==> config.mk <==
export PLATFORM = sky130hd
export DESIGN_NAME = seg7_scan_driver
export DESIGN_NICKNAME = d
export VERILOG_FILES = /design/src/rtl/seg7_scan_driver_pkg.sv /design/src/rtl/seg7_hex_decode.sv /design/src/rtl/seg7_scan_driver.sv
export SDC_FILE = /design/constraint.sdc
export NUM_CORES = 1
export LEC_CHECK = 0
export BUFFER_PORTS_ARGS = -buffer_cell sky130_fd_sc_hd__buf_2
export CAP_MARGIN = 10
export CORE_UTILIZATION = 63
export CTS_CLUSTER_SIZE = 25
export DETAILED_ROUTE_END_ITERATION = 8
export PLACE_DENSITY_LB_ADDON = 0.2
export SLEW_MARGIN = 20
export SYNTH_ARGS = -nofsm -noshare
export SYNTH_HDL_FRONTEND = slang
export SYNTH_SLANG_ARGS = --single-unit
==> constraint.sdc <==
create_clock -name clk -period 8.3 [get_ports clk]
set_clock_uncertainty 0.15 [all_clocks]
set_input_delay 1.66 -clock clk [delete_from_list [all_inputs] [get_ports clk]]
set_output_delay 1.66 -clock clk [all_outputs]
set_load 0.05 [all_outputs]
==> src/rtl/seg7_scan_driver_pkg.sv <==
// Shared 7-segment display definitions: segment bit positions and the hex glyph table.
// Latency: n/a (constants and a pure function).
// Backpressure: n/a.
package seg7_scan_driver_pkg;

    // Bit positions inside the {dp,g,f,e,d,c,b,a} segment byte
    localparam int SEG_A  = 0;
    localparam int SEG_G  = 6;
    localparam int SEG_DP = 7;

    // Active-high glyphs for nibbles 0..F (bit 0 = segment a)
    localparam logic [6:0] HEX_SEG [16] = '{
        7'h3F, 7'h06, 7'h5B, 7'h4F, 7'h66, 7'h6D, 7'h7D, 7'h07,
        7'h7F, 7'h6F, 7'h77, 7'h7C, 7'h39, 7'h5E, 7'h79, 7'h71
    };

    function automatic logic [6:0] hex_to_seg(input logic [3:0] nib);
        return HEX_SEG[nib];
    endfunction

endpackage

==> src/rtl/seg7_hex_decode.sv <==
// Nibble + decimal point + blank flag to an active-high {dp,g..a} segment byte.
// Latency: combinational.
// Backpressure: none.
module seg7_hex_decode
    import seg7_scan_driver_pkg::*;
(
    input  logic [3:0] nib,
    input  logic       dp,
    input  logic       blank,
    output logic [7:0] seg
);

    // Blanking only clears the glyph; the decimal point stays visible
    always_comb begin
        seg         = '0;
        seg[SEG_DP] = dp;
        if (!blank) begin
            seg[SEG_G:SEG_A] = hex_to_seg(nib);
        end
    end

endmodule

==> src/rtl/seg7_scan_driver.sv <==
// Time-multiplexed hex display scanner with frame-aligned value updates and anti-ghost guard.
// Latency: 1 cycle from (tick, idx, display) state to pins; loads become visible at the next frame wrap.
// Backpressure: none; a load while one is pending overwrites the shadow (last load wins).
module seg7_scan_driver
    import seg7_scan_driver_pkg::*;
#(
    parameter int DIGITS         = 8,
    parameter int TICK_DIV       = 50000,
    parameter int GUARD          = 2,
    parameter bit SEG_ACTIVE_LOW = 1'b0,
    parameter bit AN_ACTIVE_LOW  = 1'b0
) (
    input  logic                  clk,
    input  logic                  rst_n,
    input  logic                  load,
    input  logic [4*DIGITS-1:0]   value,
    input  logic [DIGITS-1:0]     dp,
    input  logic                  blank_lz,
    output logic [7:0]            seg_out,
    output logic [DIGITS-1:0]     an_out,
    output logic                  frame_done,
    output logic                  pending
);

    localparam int TW = (TICK_DIV > 1) ? $clog2(TICK_DIV) : 1;
    localparam int IW = (DIGITS > 1) ? $clog2(DIGITS) : 1;

    localparam logic [7:0]        SEG_INV = {8{SEG_ACTIVE_LOW}};
    localparam logic [DIGITS-1:0] AN_INV  = {DIGITS{AN_ACTIVE_LOW}};

    logic [TW-1:0]         tick;
    logic [IW-1:0]         idx;
    logic                  tick_last;
    logic                  idx_last;
    logic                  wrap;
    logic                  in_guard;

    logic [4*DIGITS-1:0]   shadow_value;
    logic [DIGITS-1:0]     shadow_dp;
    logic                  shadow_blz;
    logic [4*DIGITS-1:0]   disp_value;
    logic [DIGITS-1:0]     disp_dp;
    logic                  disp_blz;

    logic [3:0]            cur_nib;
    logic                  cur_dp;
    logic                  cur_blank;
    logic [DIGITS-1:0]     an_sel;
    logic [7:0]            seg_pat;

    assign tick_last = (tick == TW'(TICK_DIV - 1));
    assign idx_last  = (idx == IW'(DIGITS - 1));
    assign wrap      = tick_last && idx_last;
    assign in_guard  = (int'(tick) < GUARD);

    // Slot tick and digit index; both wrap exactly at their terminal values
    always_ff @(posedge clk) begin
        if (!rst_n) begin
            tick <= '0;
            idx  <= '0;
        end else if (tick_last) begin
            tick <= '0;
            idx  <= idx_last ? '0 : idx + 1'b1;
        end else begin
            tick <= tick + 1'b1;
        end
    end

    // Shadow capture and frame-aligned promotion to the display registers
    always_ff @(posedge clk) begin
        if (!rst_n) begin
            shadow_value <= '0;
            shadow_dp    <= '0;
            shadow_blz   <= 1'b0;
            disp_value   <= '0;
            disp_dp      <= '0;
            disp_blz     <= 1'b0;
            pending      <= 1'b0;
        end else if (load && wrap) begin
            disp_value   <= value;
            disp_dp      <= dp;
            disp_blz     <= blank_lz;
            pending      <= 1'b0;
        end else if (load) begin
            shadow_value <= value;
            shadow_dp    <= dp;
            shadow_blz   <= blank_lz;
            pending      <= 1'b1;
        end else if (wrap && pending) begin
            disp_value   <= shadow_value;
            disp_dp      <= shadow_dp;
            disp_blz     <= shadow_blz;
            pending      <= 1'b0;
        end
    end

    // Select the active digit and walk the leading-zero run from the most significant digit
    always_comb begin
        logic zero_run;
        cur_nib   = '0;
        cur_dp    = 1'b0;
        cur_blank = 1'b0;
        an_sel    = '0;
        zero_run  = 1'b1;
        for (int k = 0; k < DIGITS; k++) begin
            zero_run = zero_run && (disp_value[4*(DIGITS-k)-1 -: 4] == 4'h0);
            if (idx == IW'(k)) begin
                cur_nib                = disp_value[4*(DIGITS-k)-1 -: 4];
                cur_dp                 = disp_dp[DIGITS-1-k];
                cur_blank              = disp_blz && zero_run && (k != DIGITS - 1);
                an_sel[DIGITS-1-k]     = 1'b1;
            end
        end
    end

    seg7_hex_decode u_decode (
        .nib   (cur_nib),
        .dp    (cur_dp),
        .blank (cur_blank),
        .seg   (seg_pat)
    );

    // Registered pins; guard slots force everything to the inactive level
    always_ff @(posedge clk) begin
        if (!rst_n) begin
            seg_out    <= SEG_INV;
            an_out     <= AN_INV;
            frame_done <= 1'b0;
        end else begin
            seg_out    <= in_guard ? SEG_INV : (seg_pat ^ SEG_INV);
            an_out     <= in_guard ? AN_INV  : (an_sel ^ AN_INV);
            frame_done <= wrap;
        end
    end

endmodule
Yosys cells after proc, flatten, opt, wreduce, memory -nomap -nowiden
Memories as Yosys holds them, arrays and structs flattened. A register that Yosys moved wholly into a read port is not among the register bits.
Cells that the tools add are included.

word-level totals
  flip-flop bits (word level) = 112
  bits in read-only memories = 112
  input port bits = 44
  output and inout port bits = 18
  logic and storage cells = 104
  memories kept = 1

operators by class
  add/subtract/negate cells = 2
  magnitude comparators = 1
  equality and inequality tests = 9
  multiplexer cells = 44
  bitwise gates (word level) = 3
  reductions and logical operators = 32

memory list
  name             words  bits a word  read ports  clocked after memory_dff  write ports  line                        RTL
  (no name shown)  16     7            1           1                         0            seg7_scan_driver_pkg.sv:18  return HEX_SEG[nib];

operators by type and width
  operator                                                     count
  2-to-1 mux 32 bit                                            3
  2-to-1 mux 4 bit                                             8
  2-to-1 mux 1 bit                                             29
  zero test 4 bit                                              7
  2-to-1 mux 8 bit                                             3
  adder 16 x 1 -> 16 bit, second input constant                1
  equality test 16 bit, second input constant                  1
  logical AND 1 bit                                            16
  less-than comparator 16 x 2 -> 1 bit, second input constant  1
  equality test 3 bit, second input constant                   4
  equality test 3 x 2 -> 1 bit, second input constant          2
  OR reduction 2 bit                                           3
  NOT 4 -> 5 bit                                               1
  AND reduction 2 bit                                          2
  nonzero test 2 bit                                           2
  adder 3 x 1 -> 3 bit, second input constant                  1
  equality test 3 x 1 -> 1 bit, second input constant          1
  zero test 3 bit                                              1
  2-to-1 mux 3 bit                                             1
  OR reduction 3 bit                                           1
  inequality test 2 x 1 -> 1 bit, second input constant        1
  NOT 1 bit                                                    2

Longest topological paths before layout
Gate-level depths: netlist of run 1.

  word-level depth = 11
  gate-level depth with buffers = 14
  gate-level depth less buffers = 12

Cells and area by module
A second synthesis of run 1 with hierarchy kept.

second synthesis, totals
  cell total of the unflattened synthesis = 644
  area, all modules = 5607.9 µm²

by module, submodules not included
  module            times used  cells an instance  area each (µm²)  seq. area each (µm²)
  seg7_scan_driver  1           609                5325.1           2382.3
  seg7_hex_decode   1           35                 282.8            0.0

Worst setup path before layout of run 1
OpenSTA, ideal clock, no wires.

  kind = register to register
  start = reg idx[2]
  end = reg seg_out[3]
  library setup time = 0.065 ns
  arrival = 2.798 ns
  data required time = 8.085 ns
  setup slack = 5.287 ns
  stages on the path, launching flop included = 15
  buffers on the path = 2
  period minus slack after synthesis = 3.013 ns
  cell sequence = dfxtp_1 > clkbuf_1 > inv_1 > clkbuf_1 > ha_1 > nor2_1 > o21ai_0 > a21oi_1 > o22ai_1 > a2bb2oi_1 > inv_1 > ha_1 > mux2_2 > mux2_2 > nor2_1

on the way
  word-level cells in the longest chain between the ends = 10
  elaborated cells on any way between the ends = 26
  those cells by class = eq/ne: 7; mux: 16; bitwise: 1; reduce/logical: 2

ends and longest elaborated chain
  element                                                                    line                     RTL
  from (decl)                                                                seg7_scan_driver.sv:32   logic [IW-1:0] idx;
  from (signal assigned)                                                     seg7_scan_driver.sv:63   idx <= idx_last ? '0 : idx + 1'b1;
  zero test 3 bit                                                            seg7_scan_driver.sv:107  if (idx == IW'(k)) begin
  2-to-1 mux 1 bit / 2-to-1 mux 4 bit (equally long branches) (8 in series)  seg7_scan_driver.sv:107
  OR reduction 3 bit (no line) / NOT 4 -> 5 bit (equally long branches)      -
  to (decl)                                                                  seg7_scan_driver.sv:19   output logic [7:0] seg_out,

Several ways; a longest one is shown, not always the timed one.
A chain may end at the register's enable or synchronous reset.

Worst setup path after layout of run 1
Ends and elaborated chain as after synthesis.

==> results.cfg, run 1 <==
[outcome]
status = completed

[logic_synthesis]
seq_area_frac_synth_pct = 42.89
synth_nets = 742
synth_top_area_share_pct = 42.89
synth_cells = 684
synth_flop_cell = dfxtp_1
synth_edf_count = 0
synth_area_per_cell_um2 = 8.120
ys_seq_elements = 119
syn_area_um2 = 5554
yosys-top-cells-count = 150 x nand2_1, 119 x dfxtp_1, 44 x and2_1, 44 x o22ai_1
synth.area.top_cells = dfxtp_1 43%, nand2_1 10%, a21boi_1 5.5%
ys_types = 53
yosysMostFrequentCell = nand2_1
yosys_warnings = 0
synth_top_area_cell = dfxtp_1
async_flop_share_pct = 0

[critical_path]
r2r-end = seg_out[3]
startpoint_type = flip-flop
worstPathRequired_ns = 8.60
critPathKind = flip-flop to flip-flop
timing.rr.start = idx[2]
cp-end-kind = flip-flop
crit_arrival_ns = 4.22
rrSetupSlack_ns = 4.37
reg2reg_depth = 12
crit_fanout = 17

[route]
ant_nets = 0
wl_mm = 13.24
drtPass1Iterations = 6
viasPerCell = 6.004
route.detailed.wl_per_inst_um = 15.76
drt_iter0_markers = 460
drc = 0
vias = 5043

[global_routing]
grt_max_degree = 93
grt_usage_pct = 30.46
grt_antenna_before_repair = 0
grt.overflow.total = 0
grt_pass1_vias = 4543
grt_pass1_wl_mm = 21.54

[pwr]
power.share.clock_pct = 54.0
p_leak_nw = 2.629
p_int_mw = 1.140
combinationalPowerShare_pct = 5.3
vdd_drop_max_v = 0.0001556
powerDensity_nw_per_um2 = 226.2
switching_share_pct = 21.84
p_switching_uw = 318.5
p_seq_share_pct = 40.8

[place]
hpwl_mm = 8.360
place.gp.congestion = 1.024
io_buffers = 61

[min_path]
hold_start = shadow_value[24]
hold_path.class = flip-flop to flip-flop
min_to = shadow_value[24]
whs_path_depth = 2

[clock_network]
post-cts-setup-buffers = 0
cts-root-buf = clkbuf_8
hold_buffers = 0
cts_made_buffers = 17
cts_resized = 0
cts_tree = yes
max-clock-path-buffers = 2
clkTransAtPathRegs_ns = 0.06
htreeDepth = 4
clock_latency_ns = 0.52
clock_sinks = 119

[flow_run]
cap_violations = 0

[cells_and_area]
area_delta_synth_final_pct = 16.06
antenna_cells = 0
utilization_pct = 76.91
drive_gt1_share_pct = 14.97
final_net_count = 780

[sta]
hold_viol_final = 0
worstMarginPinSlew_ns = 1.008
drv_slew = 0
tns_ns = 0
rsz0062_at_grt = no
maxSlewHeadroom_pct = 32.78
fin_crit_sh_pct = 47.30
finalSetupViolations = 0
fmax_ghz = 0.2547
fin_crit_ns = 3.926

[floorplan]
io_pins = 62
start_util_pct = 66.26
num_rows = 33
die_w_um = 95.90
die_area_um2 = 9196
coreArea_um2 = 8382
fp.dieH_um = 95.90
[critical path, stage by stage, from the launching register on]
cell       delay (ns)
dfxtp_1          0.65
inv_1            0.31
ha_1             0.42
nor2_1           0.24
o21ai_0          0.12
a21oi_1          0.15
o22ai_1          0.13
a2bb2oi_1        0.55
inv_1            0.22
ha_1             0.29
mux2_2           0.26
mux2_2           0.26
nor2_1           0.09
[cell usage in the layout, fill, tap and decap left out, types with 6 or more instances in the layout]
master / n
a21boi_1: 41
nand2_1: 150
buf_2: 61
buf_4: 6
inv_1: 12
and3_1: 10
and2_1: 44
nor2_1: 35
clkbuf_16: 16
xor2_1: 9
o21ai_0: 12
ha_1: 14
nor4_1: 8
a21oi_1: 13
dfxtp_1: 119
nand3b_1: 6
nor3_1: 7
nand3_1: 13
o21ai_1: 41
o22ai_1: 44
[layer usage]
layer / routed length, um / track usage [%] / up-vias / share of wire (%)
li1: - / - / 2441 / -
met1: 5772 / 38.92 / 2337 / 44
met2: 6201 / 48.63 / 217 / 47
met5: 0 / 0 / - / 0
met4: 389 / 13.18 / 0 / 2.9
met3: 872 / 7.820 / 48 / 6.6
[power groups by stage]
stage,combinational [mW],clock [mW],sequential (mW)
2_1_floorplan,0.0385,0,0.618
3_3_place_gp,0.0741,0,0.606
3_5_place_dp,0.0763,0,0.607
4_1_cts,0.0766,0.791,0.595
5_1_grt,0.0849,0.816,0.596
6_report,0.0766,0.787,0.595
[worst max-delay path by stage]
stage / start / to / slack (ns) / depth (start not counted)
floorplan: idx[2] / seg_out[3] / 5.29 / 14
CTS: idx[2] / seg_out[3] / 4.45 / 12
global placement: load / disp_blz / 4.40 / 8
finish: idx[2] / seg_out[3] / 4.37 / 12
global route: idx[2] / seg_out[3] / 4.12 / 12
detailed placement: load / disp_blz / 4.37 / 8
[area by class of cell]
type                            instances  area, um2
Tap cell                              105      131.4
Clock buffer                           20      435.4
Timing Repair Buffer                   67      350.3
Clock inverter                         12      198.9
Multi-Input combinational cell        504       2899
Sequential cell                       119       2382
Inverter                               13      48.80
Fill cell                             627       1936
[flip-flops by register name (all words and copies together), names as in the netlist, 3 cells and up]
name	count
idx	3
seg_out	8
tick	16
an_out	8
disp_dp	8
shadow_value	32
shadow_dp	8
disp_value	32
[cells by family (layout without fill, tap and decap cells)]
group | Yosys count | after routing | synth area share (%)
buffers and inverters | 61 | 112 | 4.979
flip-flops | 119 | 119 | 42.89
XOR/XNOR | 14 | 14 | 2.208
AO/OA/AOI/OAI | 182 | 182 | 21.00
multiplexers | 6 | 6 | 1.171
adder cells (fa/ha/maj) | 14 | 14 | 3.154
AND/OR/NAND/NOR | 288 | 288 | 24.60
[metrics by stage]
step                      instances  hold slack [ns]  setup WS (ns)  area, um2  total power, mW
after floorplan                 684           0.2632          5.287       5554           0.6560
after global routing            840           0.3252          4.118       6446            1.498
final                           840           0.3033          4.374       6446            1.458
after global placement          808           0.2759          4.396       5812           0.6799
after detailed placement        808           0.2952          4.369       5812           0.6829
after CTS                       840           0.3037          4.448       6446            1.462
Power figures use the tool's default switching activity.
==> run 2, diff against run 1 <==
--- a/config.mk
+++ b/config.mk
@@ -7,7 +7,7 @@
 export LEC_CHECK = 0
 export BUFFER_PORTS_ARGS = -buffer_cell sky130_fd_sc_hd__buf_2
 export CAP_MARGIN = 10
-export CORE_UTILIZATION = 63
+export CORE_UTILIZATION = 53
 export CTS_CLUSTER_SIZE = 25
 export DETAILED_ROUTE_END_ITERATION = 8
 export PLACE_DENSITY_LB_ADDON = 0.2
==> constraint.sdc (replaced) <==
create_clock -name clk -period 3.6 [get_ports clk]
set_clock_uncertainty 0.15 [all_clocks]
set_input_delay 0.72 -clock clk [delete_from_list [all_inputs] [get_ports clk]]
set_output_delay 0.72 -clock clk [all_outputs]
set_load 0.05 [all_outputs]
==> results.cfg, run 2 (synthesis gave the netlist of run 1 again) <==
[place]
place.gp.congestion = 0.9092
post-place-cells = 846
io_buffers = 61
placed_area_um2 = 5903
hpwl_mm = 8.531

[pwr]
p_leak_nw = 2.657
power_mw = 3.287
powerDensity_nw_per_um2 = 504.0
vdd_drop_max_v = 0.0004252

[critical_path]
worstPathRequired_ns = 3.90
cp-endpoint = seg_out[3]
rrSetupSlack_ns = 0.49
critPathKind = flip-flop to flip-flop
r2r-end = seg_out[3]
startpoint_type = flip-flop
timing.rr.start = idx[0]
critPathLaunch = idx[0]
crit_arrival_ns = 3.41
cp-end-kind = flip-flop
reg2reg_depth = 11
crit_fanout = 13

[global_routing]
grt_pass1_wl_mm = 21.89
grt_antenna_before_repair = 0
grt.overflow.total = 0
grtUsageMet3_pct = 7.957
grt_usage_pct = 25.38
grt_max_degree = 89
busiest_layer = met2
grt_pass1_vias = 4541
met2_usage_pct = 39.83
grt_util_met1_pct = 33.24

[floorplan]
num_rows = 37
start_util_pct = 54.29
die_w_um = 104.4
io_pins = 62
die_area_um2 = 10890
fp.dieH_um = 104.4
coreArea_um2 = 10230

[sta]
hold_viol_final = 0
finalSetupViolations = 0
rsz0062_at_grt = no
fin_crit_sh_pct = 86.34
worstMarginPinSlew_ns = 0.7469
tns_ns = 0
fin_crit_ns = 3.108
maxSlewHeadroom_pct = 50.20
fmax_ghz = 0.3217
drv_slew = 0

[clock_network]
hold_buffers = 0
clkTransAtPathRegs_ns = 0.06
htreeDepth = 4
post-cts-setup-buffers = 0
cts-root-buf = clkbuf_8
clock_latency_ns = 0.53
cts_tree = yes
max-clock-path-buffers = 2
clock_sinks = 119
cts_made_buffers = 17
cts_resized = 0

[route]
drt_iter0_markers = 297
ant_nets = 0
drtPass1Iterations = 6
wl_mm = 12.77
viasPerCell = 5.466
drc = 2
vias = 4799
route.detailed.wl_per_inst_um = 14.54

[cells_and_area]
utilization_pct = 63.75
top_regs = disp_value (32), shadow_value (32), tick (16)
antenna_cells = 0
final_cell_mix = 150 x nand2_1, 119 x dfxtp_1, 61 x buf_2, 44 x o22ai_1, 44 x and2_1
drive_gt1_share_pct = 15.63
layout_commonest_cell = nand2_1
finalInstanceArea_um2 = 6523
final_net_count = 787
area_delta_synth_final_pct = 17.44
fin_cells = 878
fillers = 914

[flow_run]
cap_violations = 0

[min_path]
hold_path.class = input pin to flip-flop

[outcome]
status = finished with violations
violations = DRC
run 2: layout make-up:
cell class / instances / area, um2 / share of cell area (%)
clock buffers: 26 / 508.0 / 7.788
multi-input cells: 504 / 2899 / 44.45
repair buffers: 74 / 402.9 / 6.177
inverters: 13 / 48.80 / 0.7481
clock inverters: 6 / 111.4 / 1.707
flip-flops and latches: 119 / 2382 / 36.52
well taps: 136 / 170.2 / 2.609
run 2: metrics by stage:
stage          setup WS (ns)  hold slack [ns]
6_report              0.4917           0.2929
5_1_grt               0.2017           0.2719
4_1_cts               0.5200           0.2764
3_5_place_dp          0.5419           0.2817
3_3_place_gp          0.6278           0.2775
2_1_floorplan         0.5872           0.2632
run 2: critical path: stages, from the launching register on:
cell and delay [ns]:
dfxtp_1 0.33, inv_1 0.12, ha_1 0.49, nand2_1 0.26, o21ai_0 0.25, o21ai_0 0.12
o211ai_1 0.26, inv_1 0.19, ha_1 0.27, mux2_2 0.27, mux2_2 0.26, nor2_1 0.07
run 2: worst min path at each step:
stage               startpoint          endpoint  slack (ns)  cells after the start
detailed placement     tick[0]           tick[0]        0.28                      1
floorplan              tick[0]           tick[0]        0.26                      1
global placement       tick[0]           tick[0]        0.28                      1
global route         value[24]  shadow_value[24]        0.27                      3
CTS                  value[24]  shadow_value[24]        0.28                      3
finish                   dp[2]      shadow_dp[2]        0.29                      3
run 2: routing by layer:
metal	up-vias	routed length [um]
met2	111	5863
met4	0	135
met1	2226	6158
met3	11	610
met5	-	0
li1	2451	-
run 2: power breakdown:
part / internal, mW / switching [mW] / leakage, nW
Combinational: 0.0634 / 0.114 / 1.39
Sequential: 1.35 / 0.0159 / 0.968
Clock: 1.17 / 0.574 / 0.302
Total: 2.58 / 0.704 / 2.66
